$ cat config.mk
export PLATFORM = sky130hd
export DESIGN_NAME = tmds_word_aligner_decoder
export DESIGN_NICKNAME = d
export VERILOG_FILES = /design/src/rtl/tmds_pkg.sv /design/src/rtl/tmds_decode_10b8b.sv /design/src/rtl/tmds_word_aligner_decoder.sv
export SDC_FILE = /design/constraint.sdc
export NUM_CORES = 1
export LEC_CHECK = 0
export ABC_AREA = 1
export CORE_MARGIN = 4
export CORE_UTILIZATION = 40
export CTS_CLUSTER_SIZE = 10
export DETAILED_ROUTE_END_ITERATION = 8
export PLACE_DENSITY_LB_ADDON = 0.12
export SYNTH_ARGS = -nofsm -noshare
export SYNTH_HDL_FRONTEND = slang
export SYNTH_SLANG_ARGS = --single-unit
$ cat constraint.sdc
create_clock -name paralell_clk -period 6.9 [get_ports paralell_clk]
set_clock_uncertainty 0.15 [all_clocks]
set_input_delay 1.035 -clock paralell_clk [delete_from_list [all_inputs] [get_ports paralell_clk]]
set_output_delay 1.035 -clock paralell_clk [all_outputs]
set_load 0.05 [all_outputs]
$ cat src/rtl/tmds_pkg.sv
// Shared TMDS definitions: the four control tokens (also used by the TX encoder)
// and the receive word-aligner state encoding.
package tmds_pkg;

  // Control tokens as 10-bit words, bit0 = first serial bit. Suffix is {c1,c0}.
  localparam logic [9:0] CTRL_TOKEN_0 = 10'b1101010100;
  localparam logic [9:0] CTRL_TOKEN_1 = 10'b0010101011;
  localparam logic [9:0] CTRL_TOKEN_2 = 10'b0101010100;
  localparam logic [9:0] CTRL_TOKEN_3 = 10'b1010101011;

  typedef enum logic [1:0] {
    SEARCH,
    SLIP,
    LOCKED
  } state_e;

endpackage

$ cat src/rtl/tmds_decode_10b8b.sv
// Registered TMDS 10b->8b decoder with control-token detection, 1-cycle latency.
// Ports:
//   clk      in   clock
//   rst_n    in   asynchronous active-low reset
//   word     in   aligned 10-bit TMDS word
//   data     out  decoded byte (0 for tokens)
//   c0, c1   out  control bits of a detected token (0 otherwise)
//   is_token out  word was one of the four control tokens
module tmds_decode_10b8b
  import tmds_pkg::*;
(
  input  logic       clk,
  input  logic       rst_n,
  input  logic [9:0] word,
  output logic [7:0] data,
  output logic       c0,
  output logic       c1,
  output logic       is_token
);

  logic [7:0] v;
  logic [7:0] data_d;
  logic       c0_d;
  logic       c1_d;
  logic       tok_d;

  always_comb begin
    // Undo the optional DC-balance inversion, then the xor/xnor chain.
    v         = word[9] ? ~word[7:0] : word[7:0];
    data_d    = '0;
    data_d[0] = v[0];
    for (int i = 1; i < 8; i++) begin
      data_d[i] = word[8] ? (v[i] ^ v[i-1]) : ~(v[i] ^ v[i-1]);
    end

    tok_d = 1'b1;
    c0_d  = 1'b0;
    c1_d  = 1'b0;
    unique case (word)
      CTRL_TOKEN_0: ;
      CTRL_TOKEN_1: c0_d = 1'b1;
      CTRL_TOKEN_2: c1_d = 1'b1;
      CTRL_TOKEN_3: begin
        c0_d = 1'b1;
        c1_d = 1'b1;
      end
      default: tok_d = 1'b0;
    endcase
    if (tok_d) data_d = '0;
  end

  always_ff @(posedge clk or negedge rst_n) begin
    if (!rst_n) begin
      data     <= '0;
      c0       <= 1'b0;
      c1       <= 1'b0;
      is_token <= 1'b0;
    end else begin
      data     <= data_d;
      c0       <= c0_d;
      c1       <= c1_d;
      is_token <= tok_d;
    end
  end

endmodule

$ cat src/rtl/tmds_word_aligner_decoder.sv
// TMDS receive channel: finds the 10-bit word boundary in a free-running deserializer
// stream by barrel-shifting until a run of control tokens is seen, then decodes.
// Ports:
//   paralell_clk in   pixel clock
//   reset_n      in   asynchronous active-low reset
//   raw_data     in   deserialized word, bit0 = first serial bit
//   tmds_data    out  decoded pixel byte (0 unless locked video)
//   tmds_c0/c1   out  control bits, held through video periods
//   tmds_de      out  video data valid
//   locked       out  word alignment achieved
//   bit_offset   out  current barrel-shift offset 0..9
module tmds_word_aligner_decoder
  import tmds_pkg::*;
#(
  parameter int unsigned LOCK_TOKENS  = 8,
  parameter int unsigned SEARCH_DWELL = 4096,
  parameter int unsigned LOSS_TIMEOUT = 8192
) (
  input  logic       paralell_clk,
  input  logic       reset_n,
  input  logic [9:0] raw_data,
  output logic [7:0] tmds_data,
  output logic       tmds_c0,
  output logic       tmds_c1,
  output logic       tmds_de,
  output logic       locked,
  output logic [3:0] bit_offset
);

  localparam int unsigned TokW   = $clog2(LOCK_TOKENS) + 1;
  localparam int unsigned DwellW = $clog2(SEARCH_DWELL) + 1;
  localparam int unsigned LossW  = $clog2(LOSS_TIMEOUT) + 1;

  logic [9:0]        d1_q, d2_q, win_q;
  logic [19:0]       shifted;
  logic [3:0]        offset_q, offset_d;
  state_e            state_q, state_d;
  logic [TokW-1:0]   tok_cnt_q, tok_cnt_d;
  logic [DwellW-1:0] dwell_cnt_q, dwell_cnt_d;
  logic [LossW-1:0]  loss_cnt_q, loss_cnt_d;
  logic              slip_cnt_q, slip_cnt_d;
  logic              tok_hit;
  logic [1:0]        c_hold_q;
  logic [7:0]        dec_data;
  logic              dec_c0, dec_c1, dec_tok;

  // d2 is the older word, so {d1,d2} is the serial stream in order from bit 0.
  assign shifted = {d1_q, d2_q} >> offset_q;

  assign tok_hit = (win_q == CTRL_TOKEN_0) || (win_q == CTRL_TOKEN_1) ||
                   (win_q == CTRL_TOKEN_2) || (win_q == CTRL_TOKEN_3);

  always_ff @(posedge paralell_clk or negedge reset_n) begin
    if (!reset_n) begin
      d1_q  <= '0;
      d2_q  <= '0;
      win_q <= '0;
    end else begin
      d1_q  <= raw_data;
      d2_q  <= d1_q;
      win_q <= shifted[9:0];
    end
  end

  tmds_decode_10b8b u_decode (
    .clk      (paralell_clk),
    .rst_n    (reset_n),
    .word     (win_q),
    .data     (dec_data),
    .c0       (dec_c0),
    .c1       (dec_c1),
    .is_token (dec_tok)
  );

  always_comb begin
    state_d     = state_q;
    offset_d    = offset_q;
    tok_cnt_d   = tok_cnt_q;
    dwell_cnt_d = dwell_cnt_q;
    loss_cnt_d  = loss_cnt_q;
    slip_cnt_d  = 1'b0;
    unique case (state_q)
      SEARCH: begin
        tok_cnt_d   = !tok_hit ? '0 :
                      (&tok_cnt_q) ? tok_cnt_q : tok_cnt_q + 1'b1;
        dwell_cnt_d = (&dwell_cnt_q) ? dwell_cnt_q : dwell_cnt_q + 1'b1;
        if (tok_cnt_d == TokW'(LOCK_TOKENS)) begin
          state_d     = LOCKED;
          tok_cnt_d   = '0;
          dwell_cnt_d = '0;
          loss_cnt_d  = '0;
        end else if (dwell_cnt_q == DwellW'(SEARCH_DWELL - 1)) begin
          state_d     = SLIP;
          offset_d    = (offset_q == 4'd9) ? 4'd0 : offset_q + 4'd1;
          tok_cnt_d   = '0;
          dwell_cnt_d = '0;
        end
      end
      SLIP: begin
        // Two cycles so win_q only holds words taken at the new offset afterwards.
        tok_cnt_d   = '0;
        dwell_cnt_d = '0;
        loss_cnt_d  = '0;
        slip_cnt_d  = 1'b1;
        if (slip_cnt_q) begin
          state_d    = SEARCH;
          slip_cnt_d = 1'b0;
        end
      end
      LOCKED: begin
        loss_cnt_d = tok_hit ? '0 :
                     (&loss_cnt_q) ? loss_cnt_q : loss_cnt_q + 1'b1;
        if (loss_cnt_d == LossW'(LOSS_TIMEOUT)) begin
          state_d     = SEARCH;
          tok_cnt_d   = '0;
          dwell_cnt_d = '0;
          loss_cnt_d  = '0;
        end
      end
      default: state_d = SEARCH;
    endcase
  end

  always_ff @(posedge paralell_clk or negedge reset_n) begin
    if (!reset_n) begin
      state_q     <= SEARCH;
      offset_q    <= '0;
      tok_cnt_q   <= '0;
      dwell_cnt_q <= '0;
      loss_cnt_q  <= '0;
      slip_cnt_q  <= 1'b0;
    end else begin
      state_q     <= state_d;
      offset_q    <= offset_d;
      tok_cnt_q   <= tok_cnt_d;
      dwell_cnt_q <= dwell_cnt_d;
      loss_cnt_q  <= loss_cnt_d;
      slip_cnt_q  <= slip_cnt_d;
    end
  end

  // Control bits persist across video periods; forgotten while unlocked.
  always_ff @(posedge paralell_clk or negedge reset_n) begin
    if (!reset_n) begin
      c_hold_q <= '0;
    end else if (state_q != LOCKED) begin
      c_hold_q <= '0;
    end else if (dec_tok) begin
      c_hold_q <= {dec_c1, dec_c0};
    end
  end

  assign locked     = (state_q == LOCKED);
  assign bit_offset = offset_q;

  always_comb begin
    tmds_de   = 1'b0;
    tmds_data = '0;
    tmds_c0   = 1'b0;
    tmds_c1   = 1'b0;
    if (locked) begin
      if (dec_tok) begin
        tmds_c0 = dec_c0;
        tmds_c1 = dec_c1;
      end else begin
        tmds_de   = 1'b1;
        tmds_data = dec_data;
        tmds_c0   = c_hold_q[0];
        tmds_c1   = c_hold_q[1];
      end
    end
  end

endmodule
**Yosys cells after proc, flatten, opt, wreduce, memory -nomap -nowiden**

Cells that the tools add are included.

- Register bits after elaboration: 81
- Output and inout port bits: 16

- Add/sub/neg operators: 4
- Equal/unequal tests: 16
- Shifts and indexed selects: 1
- Multiplexer cells: 46
- Bitwise logic cells: 16
- Reduce and logical (&&, ||, !) cells: 17

Operators by type and width:

| operator | count |
|---|---|
| two-way mux 14 bit | 4 |
| two-way mux 13 bit | 4 |
| case mux 14 bit (3 select lines) | 1 |
| case mux 13 bit (3 select lines) | 1 |
| two-way mux 8 bit | 4 |
| two-way mux 4 bit | 6 |
| equality test 10 bit, second input constant | 2 |
| right shift 20 x 4 -> 10 bit | 1 |
| two-way mux 1 bit | 18 |
| adder 14 x 1 -> 14 bit, second input constant | 1 |
| equality test 14 bit, second input constant | 1 |
| AND reduction 14 bit | 1 |
| adder 13 x 1 -> 13 bit, second input constant | 1 |
| equality test 13 x 12 -> 1 bit, second input constant | 1 |
| AND reduction 13 bit | 1 |
| two-way mux 2 bit | 6 |
| case mux 4 bit (3 select lines) | 1 |
| equality test 10 x 8 -> 1 bit, second input constant | 1 |
| equality test 10 x 9 -> 1 bit, second input constant | 1 |
| AND reduction 3 bit | 3 |
| adder 4 x 1 -> 4 bit, second input constant | 2 |
| equality test 4 bit, second input constant | 2 |
| inverter 1 bit | 8 |
| inverter 8 bit | 1 |
| other kinds (16) | 28 |

**Depth between registers and ports, before layout**

- Depth in word-level cells: 8
- Depth in mapped cells: 16
- Depth with buffers taken out: 15

**Cells and area by module**

Synthesis repeated with hierarchy kept, for this count alone.

- Cell total of the unflattened synthesis: 669
- Area, all modules: 4918.5 µm²

By module, submodules not included:

| module | times used | cells an instance | area an instance (µm²) |
|---|---|---|---|
| tmds_word_aligner_decoder | 1 | 586 | 4317.9 |
| tmds_decode_10b8b | 1 | 83 | 600.6 |

**Worst setup path after synthesis**

Ideal clock, no wire load.

- Path kind: flip-flop to output port
- From: register state_q[0]
- To: output tmds_data[0]
- Arrival time: 2992 ps
- Path slack: 2723 ps
- Stages on the path, launching flop included: 7
- Path buffers: 0
- Cells stage by stage: dfrtp_1 inv_1 ha_1 inv_1 nor2_1 inv_1 nor2_1

- Cells in the longest elaborated chain, start to end: 2

Ends and longest elaborated chain:

| element | RTL line | source |
|---|---|---|
| start: declaration | tmds_word_aligner_decoder.sv:37 | `state_e state_q, state_d;` |
| start signal: assignment | tmds_word_aligner_decoder.sv:133 | `state_q <= state_d;` |
| equality test 2 bit | tmds_word_aligner_decoder.sv:153 | `assign locked = (state_q == LOCKED);` |
| via locked | tmds_word_aligner_decoder.sv:26 | `output logic locked,` |
| two-way mux 8 bit | tmds_word_aligner_decoder.sv:161 | `if (locked) begin` |
| end: declaration | tmds_word_aligner_decoder.sv:22 | `output logic [7:0] tmds_data,` |

The timed path passes the listed nets, and every way through them passes these cells.

**Worst setup path after layout**

- From: register state_q[0]
- To: output tmds_data[4]

- Cells in the longest elaborated chain, start to end: 2

Ends and longest elaborated chain:

| element | RTL line |
|---|---|
| equality test 2 bit | tmds_word_aligner_decoder.sv:153 |
| two-way mux 8 bit | tmds_word_aligner_decoder.sv:161 |

No other way between the ends.

==> impl_results.md <==
* Vias per Instance at 4.892
* Cell with the biggest individual delay on the critical path: clkdlybuf4s50_1
* Final number of max-transition violations at 0
* Category of the worst setup path capture point: primary output
* GRT Util Overall at 0.1602
* Cell Area, Synth at 0.004706 sq mm
* Delay of the slowest cell on the worst path at 0.81 ns
* Number of global-route vias before repair at 3702
* Count of port buffers added during placement at 27
* Final GP Congestion at 0.8302
* Fmax at 0.2504 GHz
* Final-layout fill cell count at 1124
* Top Ports at 28
* Number of buffers between clock root and the deepest sink at 2
* Data arrival time of the critical path at 2.81 ns
* Clock Sink Count at 81
* Path category of the worst min-delay check: flop to flop
* Main synth FF type: dfrtp_1
* Mapped Cells at 623
* Overall die height at 116.5 microns
* Synth Area per Inst at 7.553 sq um
* Post-Layout Inst Area at 0.005335 sq mm
* Most frequent cell after synthesis: nand2_1
* Number of antenna violations at the first check in global routing at 0
* Leakage power figure at 0.002561 uW
* Count of final setup violators at 0
* Critical Path, Cell by Cell: inv_1 -> ha_1 -> inv_1 -> nor2_1 -> inv_1 -> nor2_1 -> clkdlybuf4s50_1
* Inserted Diodes at 0
* Highest fanout seen on the critical path at 13
* Initial DRC Count at 255
* Post-DR wirelength/cell at 12.30 microns
* Async set-reset flop share out of synthesis at 1.000
* Worst vdd rail ir drop at 0.1259 mV
* Total number of H-tree levels at 3
* Distinct cells, synth at 42
* Hold buffer count at cts at 0
* WS Path Type: flop to primary output
* Data required, critical path at 5.71 ns
* Wire length of the first global-routing pass at 17.30 mm
* Fin. Hold Viols at 0
* Critical Path Most Common Cell: inv_1
* Initial Utilization at 0.4104
* Maximum number of pins on one net before global-route repair at 48
* Post-route clock period utilization at 0.5787
* Post-route minimum period at 3.993 ns
* Number of CTS-inserted buffers at 9
* Number of flops mapped to enable cells by yosys at 0
* Sequential area share after synthesis at 0.4307
* Final routed DRC violation total at 0
* Outcome: finished, final reports clean
* Worst slack at placement at 3.253 ns
* Clk pin slew, worst setup/hold paths at 0.06 ns
* Sequential standard cell area at 0.002027 sq mm
* Setup total negative slack at 0 ns
* Length in cells of the worst reg-to-reg path at 14
* FP Rows at 39
* PostCTS Resize Cnt at 0
* 1st-pass router iterations at 4
* Yosys reg bits at 81
* Unrepaired setup endpoints after global routing: no
* Pin slew with the least headroom to its limit at 0.8540 ns
* Total area of multi-input combinational cells at 0.002315 sq mm
* Worst-skew pair later-pin latency at 0.35 ns
* Cell type with the highest aggregate area in the netlist: dfrtp_1
* YS warnings at 0
* Routed Antenna Nets at 0
* Number of max-cap violations at 0
* Yosys top cell area share at 0.4307
* Proportion of layout cells with a drive suffix above 1 at 0.07132
* Synthesized net count at 642
* Net total in the final layout at 659
* Floorplan die width at 116.5 microns
* WL final at 9.690 mm
* Tightest slew margin relative to the limit at 0.4307
* Least setup slack across all paths after layout at 2.907 ns
* Clock tree root driver cell: clkbuf_16
* Post-detailed-placement cell area at 0.005032 sq mm
* Number of setup buffers added after CTS at 0
* Growth of design area from synthesis to finish at 13.37%
* Remaining global-route overflow at 0
* TritonCTS clock tree: done
* Critical path launch point type: flop
* Total number of vias at 3855
* HPWL reported at the end of detailed placement at 6.965 mm
* Min-Delay Path Depth at 0
* Die area at 0.01356 sq mm
* Synth top area cells: dfrtp_1, nand2_1, nand3_1
* Overall power consumption at 1035 uW
* Placeable core region at 0.01147 sq mm
* Ranking of synthesized cells by instance count: nand2_1, dfrtp_1, nor2_1, nand3_1, inv_1
* Cell area power density at 193.9 mW/mm^2
## critical path: cells and delay by family, from the launching register on
| family | cells | cell delay (ns) |
|---|---|---|
| adders and majority gates | 1 | 0.32 |
| buffers and inverters | 4 | 1.35 |
| DFF | 1 | 0.42 |
| and+or+nand+nor | 2 | 0.38 |
## layout make-up
cell class | instances | area share
clock inverter | 7 | 0.01454
inverter | 63 | 0.04432
multi-input combinational | 457 | 0.4339
tap | 143 | 0.03354
clock buffer | 9 | 0.04221
timing repair buffer | 28 | 0.05159
sequential | 81 | 0.3799
## metrics by stage
stage	hold WS [ns]	std cells	utilization
3_3_place_gp	0.2108	772	0.4388
2_1_floorplan	0.2037	623	-
6_report	0.2323	788	0.4652
5_1_grt	0.2455	788	0.4652
4_1_cts	0.2351	788	0.4652
3_5_place_dp	0.2209	772	0.4388
## layout by cell type (no fill, tap or decap), types with 3 or more instances in the layout
| master | n |
|---|---|
| nand3b_1 | 3 |
| nand3_1 | 63 |
| nor2_4 | 4 |
| nand2_1 | 190 |
| nor2_1 | 67 |
| clkbuf_16 | 9 |
| clkdlybuf4s50_1 | 26 |
| dfrtp_1 | 81 |
| inv_2 | 5 |
| o31ai_1 | 12 |
| o211ai_1 | 3 |
| nand2_2 | 7 |
| xnor2_1 | 5 |
| a21oi_1 | 5 |
| ha_1 | 7 |
| o221ai_1 | 3 |
| inv_1 | 58 |
| nor2_2 | 3 |
| nand4_1 | 7 |
| xor2_1 | 19 |
| o21ai_0 | 28 |
| nand3_2 | 4 |
| mux2i_1 | 4 |
| o22ai_1 | 3 |
| nor3_1 | 4 |
## final timing paths
path	slack, ns	from	to
hold reg to reg	0.23	d1_q[9]$_DFF_PN0_	d2_q[9]$_DFF_PN0_
setup / recovery	2.91	state_q[0]$_DFFE_PN0P_	tmds_data[4]
hold / removal	0.23	d1_q[9]$_DFF_PN0_	d2_q[9]$_DFF_PN0_
max in group asynchronous	5.18	reset_n	d1_q[3]$_DFF_PN0_
min in group asynchronous	0.48	reset_n	u_decode.data[2]$_DFF_PN0_
setup reg to reg	3.89	loss_cnt_q[0]$_DFFE_PN0P_	dwell_cnt_q[4]$_DFFE_PN0P_
## logic make-up after synthesis
logic type / Yosys count / share of synthesized area
and+or+nand+nor: 355 / 0.3270
muxes: 4 / 0.008509
adders and majority gates: 7 / 0.01861
xor gates and xnor gates: 24 / 0.04467
AOI/OAI and AO/OA: 67 / 0.09306
DFF: 81 / 0.4307
buffers and inverters: 85 / 0.07737
## registers in the layout, indices dropped and copies added (netlist names), 2 cells and up
name and flops:
bit_offset 4, c_hold_q 2, d1_q 10, d2_q 10
dwell_cnt_q 13, loss_cnt_q 14, state_q 2, tok_cnt_q 4
u_decode.data 8, win_q 10
## metal layers
layer | GRT usage | vias to the layer above | part of all wire
met2 | 0.2445 | 58 | 0.45
met5 | 0 | - | 0
li1 | - | 2035 | -
met3 | 0.03057 | 15 | 0.038
met1 | 0.2155 | 1747 | 0.49
met4 | 0.08585 | 0 | 0.025
## where the power goes
group	switching (uW)	internal, uW
clock	203	283
sequential	9.37	491
combinational	29.2	18.8
(Power assumes the default switching activity.)
